$ cat src/rtl/fifo_sync_prog.sv
// Synchronous FIFO with registered read data, programmable almost-full/almost-empty levels
// and optional sticky overflow/underflow flags (enabled by defining FIFO_ERR_FLAGS_EN).
module fifo_sync_prog #(
  parameter int DATA_WIDTH = 8,
  parameter int DEPTH      = 16,
  parameter int ADDR_WIDTH = 4,
  parameter int AF_LEVEL   = 12,
  parameter int AE_LEVEL   = 2
) (
  input  logic                  clk,
  input  logic                  reset_n,
  input  logic                  write_en,
  input  logic                  read_en,
  input  logic [DATA_WIDTH-1:0] data_in,
  output logic [DATA_WIDTH-1:0] data_out,
  output logic                  data_valid,
  output logic                  empty,
  output logic                  full,
  output logic                  almost_empty,
  output logic                  almost_full,
  output logic [ADDR_WIDTH:0]   count,
  output logic                  overflow,
  output logic                  underflow,
  input  logic                  err_clr
);

  localparam logic [ADDR_WIDTH:0] DEPTH_C = (ADDR_WIDTH+1)'(DEPTH);
  localparam logic [ADDR_WIDTH:0] AF_C    = (ADDR_WIDTH+1)'(AF_LEVEL);
  localparam logic [ADDR_WIDTH:0] AE_C    = (ADDR_WIDTH+1)'(AE_LEVEL);

  logic [DATA_WIDTH-1:0] mem_q [DEPTH];
  logic [ADDR_WIDTH-1:0] wr_ptr_q, wr_ptr_d;
  logic [ADDR_WIDTH-1:0] rd_ptr_q, rd_ptr_d;
  logic [ADDR_WIDTH:0]   count_q, count_d;
  logic [DATA_WIDTH-1:0] data_out_q, data_out_d;
  logic                  data_valid_q, data_valid_d;
  logic                  wr_acc, rd_acc;

  // Flags come straight from the registered count, so a read at empty or a
  // write at full is simply never accepted; that also settles the both-at-once cases.
  assign empty        = (count_q == '0);
  assign full         = (count_q == DEPTH_C);
  assign almost_empty = (count_q <= AE_C);
  assign almost_full  = (count_q >= AF_C);
  assign count        = count_q;
  assign data_out     = data_out_q;
  assign data_valid   = data_valid_q;

  assign wr_acc = write_en && !full;
  assign rd_acc = read_en && !empty;

  // NOTE: storage has no reset; stale words are unreachable once the pointers and count clear.
  always_ff @(posedge clk) begin
    if (wr_acc) mem_q[wr_ptr_q] <= data_in;
  end

  // NOTE: every variable gets a default first so this block never infers a latch.
  always_comb begin
    wr_ptr_d     = wr_ptr_q;
    rd_ptr_d     = rd_ptr_q;
    count_d      = count_q;
    data_out_d   = data_out_q;
    data_valid_d = rd_acc;
    if (wr_acc) wr_ptr_d = wr_ptr_q + 1'b1;
    if (rd_acc) begin
      rd_ptr_d   = rd_ptr_q + 1'b1;
      data_out_d = mem_q[rd_ptr_q];
    end
    unique case ({wr_acc, rd_acc})
      2'b10:   count_d = count_q + 1'b1;
      2'b01:   count_d = count_q - 1'b1;
      default: count_d = count_q;
    endcase
  end

  // NOTE: state registers use non-blocking assignments so all of them update together.
  always_ff @(posedge clk or negedge reset_n) begin
    if (!reset_n) begin
      wr_ptr_q     <= '0;
      rd_ptr_q     <= '0;
      count_q      <= '0;
      data_out_q   <= '0;
      data_valid_q <= 1'b0;
    end else begin
      wr_ptr_q     <= wr_ptr_d;
      rd_ptr_q     <= rd_ptr_d;
      count_q      <= count_d;
      data_out_q   <= data_out_d;
      data_valid_q <= data_valid_d;
    end
  end

`ifdef FIFO_ERR_FLAGS_EN
  logic overflow_q, overflow_d;
  logic underflow_q, underflow_d;

  // A new error event wins over a clear arriving in the same cycle.
  always_comb begin
    overflow_d  = overflow_q;
    underflow_d = underflow_q;
    if (err_clr) begin
      overflow_d  = 1'b0;
      underflow_d = 1'b0;
    end
    if (write_en && full)  overflow_d  = 1'b1;
    if (read_en  && empty) underflow_d = 1'b1;
  end

  always_ff @(posedge clk or negedge reset_n) begin
    if (!reset_n) begin
      overflow_q  <= 1'b0;
      underflow_q <= 1'b0;
    end else begin
      overflow_q  <= overflow_d;
      underflow_q <= underflow_d;
    end
  end

  assign overflow  = overflow_q;
  assign underflow = underflow_q;
`else
  logic unused_err_clr;
  assign unused_err_clr = err_clr;
  assign overflow       = 1'b0;
  assign underflow      = 1'b0;
`endif

endmodule

$ cat config.mk
export PLATFORM = sky130hd
export DESIGN_NAME = fifo_sync_prog
export DESIGN_NICKNAME = d
export VERILOG_FILES = /design/src/rtl/fifo_sync_prog.sv
export SDC_FILE = /design/constraint.sdc
export NUM_CORES = 1
export LEC_CHECK = 0
export CAP_MARGIN = 10
export CORE_UTILIZATION = 46
export CTS_CLUSTER_DIAMETER = 40
export DETAILED_ROUTE_END_ITERATION = 12
export GPL_TIMING_DRIVEN = 0
export PLACE_DENSITY = 0.78
export RECOVER_POWER = 100
export SETUP_SLACK_MARGIN = 0.05
export SLEW_MARGIN = 40
export SYNTH_ARGS = -nofsm -noshare
export SYNTH_HDL_FRONTEND = slang
export SYNTH_SLANG_ARGS = --single-unit
$ cat constraint.sdc
create_clock -name clk -period 2.8 [get_ports clk]
set_clock_uncertainty 0.05 [all_clocks]
set_input_delay 0.42 -clock clk [delete_from_list [all_inputs] [get_ports clk]]
set_output_delay 0.42 -clock clk [all_outputs]
set_load 0.02 [all_outputs]
==> flow_metrics.tcl <==
set metrics [dict create \
    hp-class "register to register" \
    r2r-end "count[4]$_DFFE_PN0P_" \
    vias_per_cell 5.37 \
    rsz0062_at_grt "no" \
    hold_path_depth 1 \
    synth_flop_cell "edfxtp_1" \
    die_width_microns 116 \
    wire_per_inst_microns 20.8 \
    cp-start-kind "register" \
    reg2reg_slack_ns 0.12 \
    routed_wl_microns 11400 \
    worstPathArrival_ns 2.25 \
    finalMaxSlewViolations 0 \
    postSynthAreaPerCell_sq_um 19.4 \
    area.growth.synth_to_final_pct 20.3 \
    max_slew_margin_pct 17.1 \
    crit_fanout 6 \
    ant_nets 0 \
    grt.overflow.total 0 \
    dp.cells 513 \
    dp.final_hpwl_microns 7140 \
    cts.sinks 150 \
    antenna_cells 0 \
    synth.distinct_cells 36 \
    dp_slack_ns -0.0975 \
    ys_ff_latch 150 \
    max_cap_violations 0 \
    die_h_microns 116 \
    htree_levels 4 \
    finalSetupViolations 0 \
    worstPathRequired_ns 2.33 \
    cts-root-buf "clkbuf_16" \
    coreArea_sq_um 12700 \
    fin_ws_ns 0.0800 \
    peakVddDrop_mv 0.565 \
    grtUsageTotal_pct 18.8 \
    antenna_found_initial 0 \
    grt_pass1_vias 3088 \
    finalHoldViolCount 0 \
    fin_crit_sh_pct 97.1 \
    clk_pin_slew_ns 0.06 \
    drive_gt1_share_pct 23.8 \
    synthesis.area_sq_um 6020 \
    grt_pass1_wl_microns 17300 \
    cts_tree "built" \
    cp-endpoint "empty" \
    final_nets 388 \
    routabilityCongestion 0.744 \
    yosysSeqAreaShare_pct 73.0 \
    syn_inst 311 \
    drtIter0Drc 242 \
    tightest_slew_ns 1.24 \
    timing.final.crit_period_ns 2.72 \
    power_density_nw_per_um2 1080 \
    vias 2954 \
    clock_latency_ns 0.42 \
    layoutNonFillerInstCount 550 \
    first_pass_iters 4 \
    dieArea_sq_um 13500 \
    start_util_pct 47.5 \
    fp-row-count 41 \
    timing.fmax_mhz 368 \
    grt_max_degree 23 \
    crit_start "count[0]$_DFFE_PN0P_" \
    path_class "register to output pin" \
    cts_buffers 17 \
    reg2reg_depth 9 \
    timing.rr.start "count[0]$_DFFE_PN0P_" \
    leakage_nw 2.52 \
    synth_warnings 0 \
    synth_edf_count 128 \
    cts_buffer_depth 2 \
    port_buffers 29 \
    async_flop_share_pct 14.7 \
    worstSetupEndpointType "output pin" \
    drcViolationCount 0 \
    status "completed" \
    boundaryPins 33 \
]
==> synthesized netlist by cell type (all sizes together) (2+ instances only) <==
cell,instances,area [sq um]
ha,9,113
nand2b,3,18.8
nand2,12,45.0
a211oi,8,60.1
nor2,14,52.6
o21ai,4,31.3
buf,15,105
a21o,11,83.8
dfrtp,22,551
mux2i,9,90.1
xnor2,9,78.8
mux4,32,721
inv,4,17.5
o22ai,8,50.1
nor3,4,20.0
nand4,2,12.5
clkbuf,4,15.0
a21oi,2,10.0
edfxtp,128,3840
==> metal layers <==
metal | up-vias | track usage (%) | wire (microns)
met4 | 0 | 8.03 | 162
met3 | 10 | 5.45 | 628
met2 | 94 | 30.0 | 5800
met5 | - | 0 | 0
li1 | 1343 | - | -
met1 | 1507 | 24.2 | 4840
==> cell type report <==
cell class | count | area, sq um
multi-input cells | 139 | 1540
clock buffers | 22 | 464
clock inverters | 10 | 176
plain buffers | 19 | 113
well taps | 172 | 215
fillers | 927 | 5430
flip-flops and latches | 150 | 4390
repair buffers | 34 | 320
inverters | 4 | 17.5
==> what timing repair did <==
item	in CTS	in global routing
setup buffers	1	3
pin swaps	1	0
setup endpoints to repair	2	1
endpoints found under the hold margin	22	0
cloned	0	0
gates resized for setup	0	2
hold buffers	1	0
==> worst max-delay path, cell delays in order (launching register included) <==
cell	delay, ns
dfrtp_1	0.44
or4_4	0.59
nor2_1	0.11
dlygate4sd3_1	0.69
==> registers in the layout, indices dropped and copies added (netlist names) <==
signal / cells
count: 5
mem_q: 128
wr_ptr_q: 4
data_valid: 1
data_out: 8
rd_ptr_q: 4
==> stage by stage <==
step	hold WS [ns]	cell area (sq um)	util, %	setup TNS, ns	total power [mW]
2_1_floorplan	0.0744	6040	-	0	4.64
3_3_place_gp	0.411	6550	51.7	-3.86	5.34
3_5_place_dp	0.373	6560	51.8	-0.0975	5.43
4_1_cts	0.435	7220	57.0	0	7.89
5_1_grt	0.443	7240	57.1	0	8.17
6_report	0.428	7240	57.1	0	7.83
==> kinds of logic (layout without fill, tap and decap cells) <==
group | after synthesis | after routing | synth area share [%]
adder cells (fa/ha/maj) | 10 | 10 | 2.20
AND/OR/NAND/NOR | 40 | 40 | 3.08
other | 1 | 2 | 0.0623
AO/OA/AOI/OAI | 35 | 35 | 4.24
flip-flops | 150 | 150 | 73.0
buffers and inverters | 23 | 89 | 2.29
XOR/XNOR | 10 | 10 | 1.46
multiplexers | 42 | 42 | 13.7
==> worst min-delay path by stage <==
stage,start,endpoint,slack [ns]
final,data_out[6]$_DFFE_PN0P_,data_out[6]$_DFFE_PN0P_,0.43
after global routing,data_out[5]$_DFFE_PN0P_,data_out[5]$_DFFE_PN0P_,0.44
after CTS,data_out[5]$_DFFE_PN0P_,data_out[5]$_DFFE_PN0P_,0.44
after detailed placement,reset_n,count[2]$_DFFE_PN0P_,0.37
after global placement,data_out[4]$_DFFE_PN0P_,data_out[4]$_DFFE_PN0P_,0.41
after floorplan,reset_n,count[0]$_DFFE_PN0P_,0.07
==> layout by cell type (no fill, tap or decap), types with 2 or more instances in the layout <==
cell type and n:
edfxtp_1 128, bufinv_16 5, mux2i_1 9, clkbuf_16 17, o22ai_1 8, a21oi_1 2
inv_1 3, conb_1 2, mux4_2 32, nand2_1 12, xnor2_1 9, buf_2 6
nor2_1 14, buf_6 2, clkinv_2 3, clkdlybuf4s50_1 2, a211oi_1 8, nand4_1 2
nor3_2 4, ha_1 8, clkbuf_8 2, clkbuf_1 10, nand2b_1 3, dfrtp_1 22
a21o_1 10, o21ai_0 3, dlygate4sd3_1 27, buf_4 8
==> where the power goes <==
group	switching, mW	leakage, nW	internal (mW)
sequential	0.164	1.42	2.78
clock	0.842	0.312	1.62
combinational	1.31	0.789	1.11
Note: power is estimated with default switching activity, not from simulation.
